$ cat config.mk
export PLATFORM = sky130hd
export DESIGN_NAME = rr_grant_sequencer
export DESIGN_NICKNAME = d
export VERILOG_FILES = /design/src/rtl/rr_grant_sequencer.sv
export SDC_FILE = /design/constraint.sdc
export NUM_CORES = 1
export LEC_CHECK = 0
export BUFFER_PORTS_ARGS = -buffer_cell sky130_fd_sc_hd__buf_4
export CAP_MARGIN = 15
export CORE_MARGIN = 2
export CORE_UTILIZATION = 33
export CTS_BUF_LIST = sky130_fd_sc_hd__clkbuf_2 sky130_fd_sc_hd__clkbuf_4 sky130_fd_sc_hd__clkbuf_8
export DETAILED_ROUTE_END_ITERATION = 12
export SETUP_SLACK_MARGIN = 0.15
export SKIP_LAST_GASP = 1
export SYNTH_ARGS = -nofsm -noshare
export SYNTH_HDL_FRONTEND = slang
export SYNTH_SLANG_ARGS = --single-unit
$ cat constraint.sdc
create_clock -name clk -period 3.5 [get_ports clk]
set_input_delay 0 -clock clk [delete_from_list [all_inputs] [get_ports clk]]
set_output_delay 0 -clock clk [all_outputs]
set_load 0.005 [all_outputs]
$ cat src/rtl/rr_grant_sequencer.sv
`default_nettype none
// ============================================================================
// Module   : rr_grant_sequencer
// Brief    : Round-robin owner sequencer. Grants are held until done, a dropped
//            request, or MAX_HOLD expiry, with one GAP cycle between grants.
//            Define RR_GRANT_SVA_EN to embed the protocol assertions.
// Revision : 1.0 - initial release
// ============================================================================
module rr_grant_sequencer #(
  parameter int N        = 4,
  parameter int MAX_HOLD = 8
) (
  input  logic                 clk,
  input  logic                 reset_n,
  input  logic [N-1:0]         req,
  input  logic [N-1:0]         done,
  output logic [N-1:0]         gnt,
  output logic [$clog2(N)-1:0] gnt_id,
  output logic                 busy,
  output logic                 preempt
);

  localparam int IDW = $clog2(N);
  localparam int HW  = $clog2(MAX_HOLD + 1);
  localparam logic [N-1:0] ONE_HOT0 = {{(N-1){1'b0}}, 1'b1};

  typedef enum logic [1:0] {
    S_IDLE  = 2'd0,
    S_GRANT = 2'd1,
    S_GAP   = 2'd2
  } state_t;

  state_t          r_state;
  logic [IDW-1:0]  r_ptr;
  logic [HW-1:0]   r_hold_cnt;

  logic            w_found;
  logic [IDW-1:0]  w_win;
  logic            w_own_done;
  logic            w_own_req;
  logic            w_expired;
  logic            w_release;

  // Scan ptr+1, ptr+2, ... so the last owner has the lowest priority.
  always_comb begin
    logic [IDW-1:0] w_idx;
    w_found = 1'b0;
    w_win   = '0;
    w_idx   = '0;
    for (int k = 1; k <= N; k++) begin
      w_idx = IDW'((int'(r_ptr) + k) % N);
      if (!w_found && req[w_idx]) begin
        w_found = 1'b1;
        w_win   = w_idx;
      end
    end
  end

  assign w_own_done = done[gnt_id];
  assign w_own_req  = req[gnt_id];
  assign w_expired  = (r_hold_cnt == HW'(MAX_HOLD));
  assign w_release  = w_own_done | ~w_own_req | w_expired;

  always_ff @(posedge clk or negedge reset_n) begin
    if (!reset_n) begin
      r_state    <= S_IDLE;
      r_ptr      <= IDW'(N - 1);
      r_hold_cnt <= '0;
      gnt        <= '0;
      gnt_id     <= '0;
      busy       <= 1'b0;
      preempt    <= 1'b0;
    end else begin
      preempt <= 1'b0;
      case (r_state)
        S_IDLE, S_GAP: begin
          if (w_found) begin
            r_state    <= S_GRANT;
            gnt        <= ONE_HOT0 << w_win;
            gnt_id     <= w_win;
            busy       <= 1'b1;
            r_hold_cnt <= HW'(1);
          end else begin
            r_state <= S_IDLE;
          end
        end
        S_GRANT: begin
          if (w_release) begin
            r_state    <= S_GAP;
            gnt        <= '0;
            busy       <= 1'b0;
            r_ptr      <= gnt_id;
            r_hold_cnt <= '0;
            // Only a pure budget expiry counts as preemption.
            preempt    <= w_expired & w_own_req & ~w_own_done;
          end else if (r_hold_cnt != {HW{1'b1}}) begin
            r_hold_cnt <= r_hold_cnt + HW'(1);
          end
        end
        default: r_state <= S_IDLE;
      endcase
    end
  end

`ifdef RR_GRANT_SVA_EN
  localparam int FAIR_BOUND = (N - 1) * (MAX_HOLD + 1) + 1;

  a_gnt_onehot0: assert property (@(posedge clk) disable iff (!reset_n)
    $onehot0(gnt))
    else $error("gnt not one-hot0: gnt_id=%0d req=%b", gnt_id, $sampled(req));

  a_gnt_had_req: assert property (@(posedge clk) disable iff (!reset_n)
    (gnt & ~$past(req)) == '0)
    else $error("gnt without prior req: gnt_id=%0d req=%b", gnt_id, $sampled(req));

  a_gap_after_grant: assert property (@(posedge clk) disable iff (!reset_n)
    (r_state == S_GRANT && w_release) |=> (gnt == '0 && r_state == S_GAP))
    else $error("missing GAP: gnt_id=%0d req=%b", gnt_id, $sampled(req));

  a_hold_bound: assert property (@(posedge clk) disable iff (!reset_n)
    r_hold_cnt <= HW'(MAX_HOLD))
    else $error("hold_cnt overflow: gnt_id=%0d req=%b", gnt_id, $sampled(req));

  for (genvar i = 0; i < N; i++) begin : g_fair
    logic [15:0] r_wait;
    always_ff @(posedge clk or negedge reset_n) begin
      if (!reset_n) begin
        r_wait <= '0;
      end else if (req[i] && !gnt[i]) begin
        r_wait <= r_wait + 16'd1;
      end else begin
        r_wait <= '0;
      end
    end

    a_fair: assert property (@(posedge clk) disable iff (!reset_n)
      int'(r_wait) <= FAIR_BOUND)
      else $error("starvation: gnt_id=%0d req=%b", gnt_id, $sampled(req));
  end
`else
  // Default build carries no checking logic.
`endif

endmodule
`default_nettype wire

==> impl_metrics.py, run 1 <==
metrics = {
    "global_route": {
        "gr-max-usage-layer": "met2",
        "grt_use_met1_pct": 14.3,
        "gr-total-overflow": 0,
        "track_usage_pct": 12.4,
        "grt_pass1_vias": 678,
        "antenna_found_initial": 0,
        "grt_pass1_wl_um": 3000,
        "met3_usage_pct": 4.22,
        "use_met2_pct": 21.9,
        "grt_max_degree": 17,
    },
    "worst_setup_path": {
        "end_kind": "flip-flop",
        "r2r_start": "gnt_id[0]",
        "cp.required_ns": 3.72,
        "timing.reg2reg.setup_slack_ns": 1.75,
        "critPathMaxStageDelay_ns": 0.63,
        "worstPathArrival_ns": 1.97,
        "cpMaxStageDelayCell": "mux4_2",
        "start_kind": "flip-flop",
        "path_max_fanout": 8,
        "critical_path.cell_chain": "mux4_2 > a21oi_4 > mux2_1",
        "r2r_cells": 3,
        "rr_endpoint": "r_ptr[0]",
        "worstSetupPathType": "flip-flop to flip-flop",
    },
    "power": {
        "power_leakage_nw": 0.485,
        "switching_share_pct": 38.7,
        "p_clk_share_pct": 15.6,
        "totalPowerFinal_mw": 0.791,
        "powerDensity_nw_per_um2": 742,
        "switchingPower_mw": 0.306,
        "seq_power_share_pct": 40.9,
        "power_frac_comb_pct": 43.5,
        "vdd_drop_max_mv": 0.317,
        "intPower_mw": 0.485,
    },
    "outcome": {
        "outcome": "finished clean",
    },
    "worst_hold_path": {
        "hold_path_class": "input pin to asynchronous set/reset pin",
    },
    "synthesis": {
        "ys_warn_count": 0,
        "avgSynthCellArea_um2": 9.97,
        "synth_top_cell_area_share_pct": 40.4,
        "synth_cell_type_count": 34,
        "netlist_instances": 87,
        "yosys.area.top_type": "dfrtp_1",
        "synthTopCellsByArea": "dfrtp_1, dfstp_2, nand2_1, nor2b_1, o32ai_1",
        "synth_nets": 99,
        "synth-seq-cells": 16,
        "netlist_area_um2": 867,
        "synth_seq_area_share_pct": 46.5,
    },
    "final_layout": {
        "final_area_um2": 1070,
        "area_delta_synth_final_pct": 22.9,
        "antenna_cells": 0,
        "fin_nets": 119,
        "fin_util_pct": 43.0,
        "drive_above_1_share_pct": 26.4,
    },
    "floorplan": {
        "die-width_um": 55.3,
        "initial_core_util_pct": 35.0,
        "num_io_pins": 18,
        "row_count": 18,
        "die-area_um2": 3050,
        "die_h_um": 55.3,
        "core_area_um2": 2480,
    },
    "timing": {
        "setup_viol": 0,
        "rsz0062_at_grt": "no",
        "final-hold-violation-count": 0,
        "relSlewSlack_pct": 74.9,
        "max_freq_mhz": 570,
        "finalSetupTns_ns": 0,
        "slew_violations": 0,
        "fin_crit_sh_pct": 50.1,
        "finalClockSkew_ns": 0.0111,
        "worstMarginPinSlew_ns": 0.376,
        "fin_crit_ns": 1.75,
    },
    "clock_tree": {
        "cts-root-buf": "clkbuf_4",
        "cts_sinks": 16,
        "ctsResizeCount": 0,
        "htreeDepth": 1,
        "cts.clk_slew.worst_paths_ns": 0.10,
        "numCtsBuffers": 3,
        "post_cts_buffers": 0,
        "ctsHoldBuffers": 1,
        "cts_tree": "built",
        "clockBufferDepth": 2,
        "clk_latency_ns": 0.29,
    },
    "routing": {
        "firstDrtPassIters": 5,
        "vias": 714,
        "routedWlPerCell_um": 13.3,
        "drc": 0,
        "dr.first_iter.drc_count": 21,
        "postRouteAntennaNets": 0,
        "wirelength_um": 1810,
        "vias_per_cell": 5.25,
    },
    "job": {
        "cap_viol_max_count": 0,
    },
    "placed_design": {
        "postPlaceCellArea_um2": 1020,
        "place_congestion": 0.806,
        "place_hpwl_um": 1400,
        "port_buffers": 17,
    },
}
==> layer usage <==
layer / vias to the layer above / wire length [µm]
met5: - / 0
met4: 0 / 0
met3: 0 / 88
met2: 17 / 917
met1: 345 / 800
li1: 352 / -
==> power by group through the flow <==
| stage | registers (mW) | logic, mW | clock network (mW) |
|---|---|---|---|
| finish | 0.324 | 0.344 | 0.123 |
| global placement | 0.325 | 0.336 | 0 |
| CTS | 0.325 | 0.347 | 0.127 |
| floorplan | 0.307 | 0.246 | 0 |
| detailed placement | 0.328 | 0.342 | 0 |
| global route | 0.333 | 0.380 | 0.136 |
==> through the flow <==
step | hold WS, ns | instances | setup WS (ns)
2_1_floorplan | -0.296 | 87 | 1.85
3_3_place_gp | -0.129 | 131 | 1.80
3_5_place_dp | -0.126 | 131 | 1.76
4_1_cts | 0.0890 | 136 | 1.74
5_1_grt | 0.0965 | 136 | 1.67
6_report | 0.0823 | 136 | 1.75
==> cell families after synthesis <==
kind of cell / count (synthesis) / synth area share (%)
simple gates: 32 / 19.1
compound gates: 22 / 19.0
flops: 16 / 46.5
buf+inv: 9 / 4.04
mux: 5 / 7.50
fa+ha+maj: 2 / 2.89
xor+xnor: 1 / 1.01
==> Yosys cell counts (all sizes together) <==
master,n
dfrtp,14
nand2,12
a21oi,6
inv,6
nor2b,6
nand3,4
o32ai,4
o21ai,3
clkbuf,2
dfstp,2
ha,2
mux2,2
mux2i,2
nand2b,2
nor2,2
a21o,1
a22o,1
a22oi,1
a31oi,1
and3,1
and3b,1
buf,1
mux4,1
nand4,1
nand4b,1
nor4,1
o211ai,1
o21ba,1
o221a,1
o221ai,1
o22ai,1
or2,1
xnor2,1
==> placed cells by master (no fill, tap or decap), drive strengths merged, types with 3 or more instances in the layout <==
cell type / synthesis / layout
o21ai: 3 / 3
nand2: 12 / 12
o32ai: 4 / 4
dfrtp: 14 / 14
nor2b: 6 / 6
nand3: 4 / 4
inv: 6 / 6
buf: 1 / 17
clkbuf: 2 / 4
a21oi: 6 / 6
==> flip-flops by register name, indices dropped and copies added (netlist names) <==
name and flops:
gnt 4, r_hold_cnt 4, gnt_id 2, r_ptr 2
r_state 2, busy 1, preempt 1
==> worst max path at each step <==
stage,from,endpoint,slack [ns],cells past startpoint
3_3_place_gp,gnt_id[0],r_ptr[0],1.80,3
4_1_cts,gnt_id[0],r_ptr[0],1.74,3
6_report,gnt_id[0],r_ptr[0],1.75,3
3_5_place_dp,gnt_id[0],r_ptr[0],1.76,3
2_1_floorplan,gnt_id[0],r_ptr[0],1.85,3
5_1_grt,gnt_id[0],r_ptr[0],1.67,3
==> critical path, delay by kind of cell, from the launching register on <==
kind           cells  cell delay, ns
AO/OA/AOI/OAI      1            0.30
flip-flops         1            0.40
multiplexers       2            0.98
==> final cells by class <==
cell class / count / area [µm²]
inverters: 6 / 22.5
clock buffers: 4 / 36.3
well taps: 30 / 37.5
multi-input cells: 62 / 429
fillers: 267 / 1410
repair buffers: 18 / 138
flip-flops and latches: 16 / 403
Power figures use the tool's default switching activity.
==> run 2, diff against run 1 <==
- clock period: 3.5 -> 1.5 ns (I/O delays scaled with it)
==> run 2 against run 1 <==
  * The run now ends with setup timing left
  * Sequential share of layout area fell by 2.6 points
  * Via count rose by 5.2%
  * Clock-buffer cell count did not move
  * Maximum frequency rose by 14%
  * Wire length rose by 10%
  * Sequential cell count did not move
  * Total power rose to 2.6 times the previous value
  * Non-clock buffer count rose by 9
  * Critical path type unchanged
==> impl_metrics.py, run 2 (synthesis results as in run 1) <==
metrics = {
    "power": {
        "power_leakage_nw": 0.529,
        "switching_share_pct": 37.3,
        "switchingPower_mw": 0.762,
        "p_clk_share_pct": 14.2,
        "powerDensity_nw_per_um2": 1790,
        "vdd_drop_max_mv": 0.906,
        "intPower_mw": 1.28,
        "power_frac_comb_pct": 49.3,
        "seq_power_share_pct": 36.5,
    },
    "global_route": {
        "gr-total-overflow": 0,
        "grt_pass1_wl_um": 3460,
        "grt_pass1_vias": 777,
        "grt_max_degree": 17,
        "antenna_found_initial": 0,
        "track_usage_pct": 14.2,
    },
    "floorplan": {
        "die-area_um2": 3050,
        "row_count": 18,
        "core_area_um2": 2480,
        "die_h_um": 55.3,
        "num_io_pins": 18,
        "die-width_um": 55.3,
        "initial_core_util_pct": 35.0,
    },
    "final_layout": {
        "final_common_cell": "buf_4",
        "antenna_cells": 0,
        "drive_above_1_share_pct": 33.9,
        "layout_common_cells": "buf_4, dfrtp_1, nand2_1",
        "area_delta_synth_final_pct": 32.0,
        "reg.largest.list": "gnt x4, r_hold_cnt x4",
        "fin_nets": 128,
    },
    "routing": {
        "firstDrtPassIters": 4,
        "postRouteAntennaNets": 0,
        "dr.max_layer_used": "met4",
        "met2WireLength_um": 1010,
        "wirelength_um": 1990,
        "vias_per_cell": 5.18,
        "vias": 751,
        "routedWlPerCell_um": 13.7,
        "dr.first_iter.drc_count": 25,
        "wl_met3_um": 68,
        "drc": 0,
        "drt-met1-wl_um": 895,
    },
    "worst_setup_path": {
        "start_kind": "flip-flop",
        "critPathMaxStageDelay_ns": 0.56,
        "timing.critical_path.buf_inv": 0,
        "critical_path.cell_chain": "mux4_2 > a22oi_1 > mux2i_1",
        "worstSetupPathType": "flip-flop to flip-flop",
        "path_delay_family": "multiplexers",
        "cpMaxStageDelayCell": "mux4_2",
        "worstPathArrival_ns": 1.76,
        "end_kind": "flip-flop",
        "path_max_fanout": 3,
        "cp.required_ns": 1.72,
    },
    "timing": {
        "setup_viol": 3,
        "whs_ns": 0.0865,
        "slew_violations": 0,
        "fin_crit_ns": 1.53,
        "worstMarginPinSlew_ns": 0.378,
        "finalClockSkew_ns": 0.0110,
        "rsz0062_at_grt": "yes",
        "worst_slack_ns": -0.0347,
        "relSlewSlack_pct": 74.6,
        "max_freq_mhz": 652,
        "fin_crit_sh_pct": 102,
        "final-hold-violation-count": 0,
    },
    "outcome": {
        "violations": "setup timing",
        "outcome": "complete, but fails checks",
    },
    "clock_tree": {
        "cts_tree": "built",
        "cts.clk_slew.worst_paths_ns": 0.10,
        "htreeDepth": 1,
        "clockBufferDepth": 2,
        "clk_latency_ns": 0.29,
        "cts_sinks": 16,
        "numCtsBuffers": 3,
        "cts-root-buf": "clkbuf_4",
    },
    "placed_design": {
        "place_hpwl_um": 1510,
        "dp_slack_ns": -0.0313,
        "place_congestion": 0.815,
        "port_buffers": 17,
    },
    "worst_hold_path": {
        "hold_path_class": "input pin to asynchronous set/reset pin",
    },
    "job": {
        "cap_viol_max_count": 0,
    },
}
-- run 2: changes by cell type in the layout (fill, tap and decap cells not counted), sizes merged --
cell	change
buf	+9
-- run 2: worst paths after layout --
kind	slack [ns]	from	depth (start not counted)	to
max	-0.03	gnt_id[0]	3	r_hold_cnt[1]
min	0.09	reset_n	2	r_hold_cnt[0]
max reg2reg	-0.03	gnt_id[0]	3	r_hold_cnt[1]
min reg2reg	0.54	busy	2	busy
max in group asynchronous	1.17	reset_n	2	r_ptr[0]
min in group clk	0.15	req[2]	3	gnt_id[0]
-- run 2: metrics by stage --
step           total power, mW  utilization (%)  TNS (ns)  cells  cell area [µm²]
4_1_cts                   2.03             45.6   -0.0689    144             1130
2_1_floorplan             1.29                -    -0.315     87              867
5_1_grt                   2.21             46.2    -0.630    145             1140
6_report                  2.04             46.2   -0.0514    145             1140
3_3_place_gp              1.67             43.3         0    138             1070
3_5_place_dp              1.69             43.3   -0.0544    138             1070
-- run 2: cell type report --
| class | count | area, µm² |
|---|---|---|
| repair buffers | 27 | 209 |
| flip-flops and latches | 16 | 403 |
| inverters | 6 | 22.5 |
| multi-input cells | 62 | 437 |
| fillers | 243 | 1330 |
| well taps | 30 | 37.5 |
| clock buffers | 4 | 36.3 |
-- run 2: routing by layer --
layer / vias up / global-route usage (%)
met5: - / 0
met3: 2 / 4.22
li1: 371 / -
met2: 14 / 24.3
met1: 364 / 17.5
met4: 0 / 3.14
-- run 2: power by group through the flow --
stage          clock network, mW  logic [mW]  registers (mW)
5_1_grt                    0.318        1.12           0.772
3_3_place_gp                   0       0.923           0.743
4_1_cts                    0.301       0.985           0.742
6_report                   0.291        1.01           0.747
2_1_floorplan                  0       0.571           0.717
3_5_place_dp                   0       0.941           0.748
-- run 2: what timing repair did --
item	in CTS	in global routing
hold buffers	1	0
setup buffers	1	1
endpoints found under the hold margin	16	0
endpoints found under the setup margin	14	15
resized for setup	2	3
pin swaps	0	1
-- run 2: worst reg2reg max path, cell delays in order, from the launching register on --
cell     delay [ns]
dfrtp_1        0.37
mux4_2         0.56
a22oi_1        0.32
mux2i_1        0.22
==> run 3, diff against run 2 <==
==> constraint.sdc (replaced) <==
create_clock -name clk -period 1.5 [get_ports clk]
set_input_delay 0.15 -clock clk [delete_from_list [all_inputs] [get_ports clk]]
set_output_delay 0.15 -clock clk [all_outputs]
set_load 0.005 [all_outputs]
==> run 3 against run 2 <==
  * The run still ends with setup timing left
  * Final area grew 6.4%
  * Hold slack better by 0.15 ns
  * Final cell count rose by 2.1%
  * Wire length increased by 3.9%
  * Maximum frequency fell by 2.2%
  * Clock-buffer cell count is 1 lower
  * Critical path depth stayed put
  * Sequential cell count unchanged
  * Via count up 3.6%
  * Sequential power about the same
  * Core utilization is 3.0 points higher
==> impl_metrics.py, run 3 (synthesis results as in run 1) <==
metrics = {
    "worst_setup_path": {
        "r2r_start": "gnt_id[0]",
        "crit_start": "gnt_id[0]",
        "timing.reg2reg.setup_slack_ns": -0.07,
        "r2r_cells": 3,
        "end_kind": "flip-flop",
        "worstPathArrival_ns": 1.78,
        "cp.required_ns": 1.72,
        "rr_endpoint": "r_ptr[0]",
        "crit_path_end": "r_ptr[0]",
        "path_max_fanout": 4,
        "start_kind": "flip-flop",
        "worstSetupPathType": "flip-flop to flip-flop",
    },
    "routing": {
        "vias_per_cell": 5.26,
        "drt-met1-wl_um": 879,
        "dr.first_iter.drc_count": 14,
        "postRouteAntennaNets": 0,
        "vias": 778,
        "routedWlPerCell_um": 14.0,
        "firstDrtPassIters": 4,
        "dr.max_layer_used": "met4",
        "wirelength_um": 2070,
        "drc": 0,
        "met2WireLength_um": 1100,
        "wl_met3_um": 73,
    },
    "placed_design": {
        "postPlaceCellArea_um2": 1110,
        "port_buffers": 17,
        "place_hpwl_um": 1500,
        "dp_cells": 141,
        "place_congestion": 0.770,
    },
    "global_route": {
        "grt_max_degree": 17,
        "grt_pass1_wl_um": 3410,
        "grt_pass1_vias": 780,
        "antenna_found_initial": 0,
        "gr-total-overflow": 0,
        "track_usage_pct": 14.3,
    },
    "timing": {
        "max_freq_mhz": 637,
        "whs_ns": 0.241,
        "rsz0062_at_grt": "yes",
        "fin_crit_ns": 1.57,
        "relSlewSlack_pct": 79.3,
        "setup_viol": 9,
        "slew_violations": 0,
        "finalClockSkew_ns": 0.00862,
        "worst_slack_ns": -0.0693,
        "worstMarginPinSlew_ns": 0.308,
        "fin_crit_sh_pct": 105,
        "final-hold-violation-count": 0,
    },
    "clock_tree": {
        "numCtsBuffers": 3,
        "cts_tree": "built",
        "cts.clk_slew.worst_paths_ns": 0.09,
        "clk_latency_ns": 0.29,
        "cts-root-buf": "clkbuf_4",
        "htreeDepth": 1,
        "clockBufferDepth": 2,
        "cts_sinks": 16,
    },
    "outcome": {
        "violations": "setup timing",
        "outcome": "complete, but fails checks",
    },
    "final_layout": {
        "layout_common_cells": "buf_4, dfrtp_1, nand2_1",
        "final_cells": 148,
        "fin_nets": 132,
        "antenna_cells": 0,
        "reg.largest.list": "gnt x4, r_hold_cnt x4",
        "area_delta_synth_final_pct": 40.5,
        "final_area_um2": 1220,
        "final_common_cell": "buf_4",
        "drive_above_1_share_pct": 40.7,
        "fin_util_pct": 49.2,
    },
    "floorplan": {
        "die_h_um": 55.3,
        "num_io_pins": 18,
        "die-area_um2": 3050,
        "die-width_um": 55.3,
        "initial_core_util_pct": 35.0,
        "core_area_um2": 2480,
        "row_count": 18,
    },
    "worst_hold_path": {
        "hold_path_class": "input pin to asynchronous set/reset pin",
    },
    "power": {
        "vdd_drop_max_mv": 0.915,
        "totalPowerFinal_mw": 2.14,
        "power_leakage_nw": 0.557,
        "powerDensity_nw_per_um2": 1750,
    },
    "job": {
        "cap_viol_max_count": 0,
    },
}
run 3: cell type report:
type / count / area (µm²)
fill: 237 / 1260
inverter: 6 / 22.5
sequential: 16 / 403
multi-input combinational: 62 / 478
timing repair buffer: 31 / 255
tap: 30 / 37.5
clock buffer: 3 / 22.5
run 3: where the power goes:
group / total [mW] / switching [mW] / internal (mW) / leakage (nW)
logic: 1.16 / 0.537 / 0.624 / 0.343
registers: 0.750 / 0.140 / 0.610 / 0.200
clock network: 0.228 / 0.135 / 0.0934 / 0.0138
total: 2.14 / 0.812 / 1.33 / 0.557
run 3: stage by stage:
stage               setup slack, ns  setup TNS, ns
floorplan                    -0.124         -0.315
global placement            -0.0596         -0.189
detailed placement          -0.0707         -0.252
CTS                         -0.0732         -0.357
global route                 -0.138          -1.21
finish                      -0.0693         -0.359
run 3: worst min-delay path by stage:
stage                     slack, ns  cells past startpoint             to     from
after global placement         0.02                      1        preempt  reset_n
after floorplan               -0.15                      0           busy  reset_n
after global routing           0.25                      2  r_hold_cnt[0]  reset_n
after CTS                      0.24                      2  r_hold_cnt[0]  reset_n
final                          0.24                      2  r_hold_cnt[0]  reset_n
after detailed placement       0.02                      1  r_hold_cnt[0]  reset_n
run 3: metal layers:
layer | track usage (%) | vias to the layer above
li1 | - | 378
met1 | 16.3 | 381
met2 | 24.7 | 16
met3 | 5.15 | 3
met4 | 4.88 | 0
met5 | 0 | -
run 3: repair_timing:
| item | 4_1_cts | 5_1_grt |
|---|---|---|
| setup endpoints to repair | 14 | 16 |
| hold endpoints to repair | 16 | 0 |
| pin swaps | 0 | 4 |
| resized for setup | 3 | 11 |
| setup buffers | 2 | 1 |
| hold buffers | 1 | 0 |
run 3: critical path, stage by stage (launching register included):
cell	delay [ns]
dfrtp_1	0.39
mux4_2	0.57
a21oi_4	0.20
mux2_1	0.34
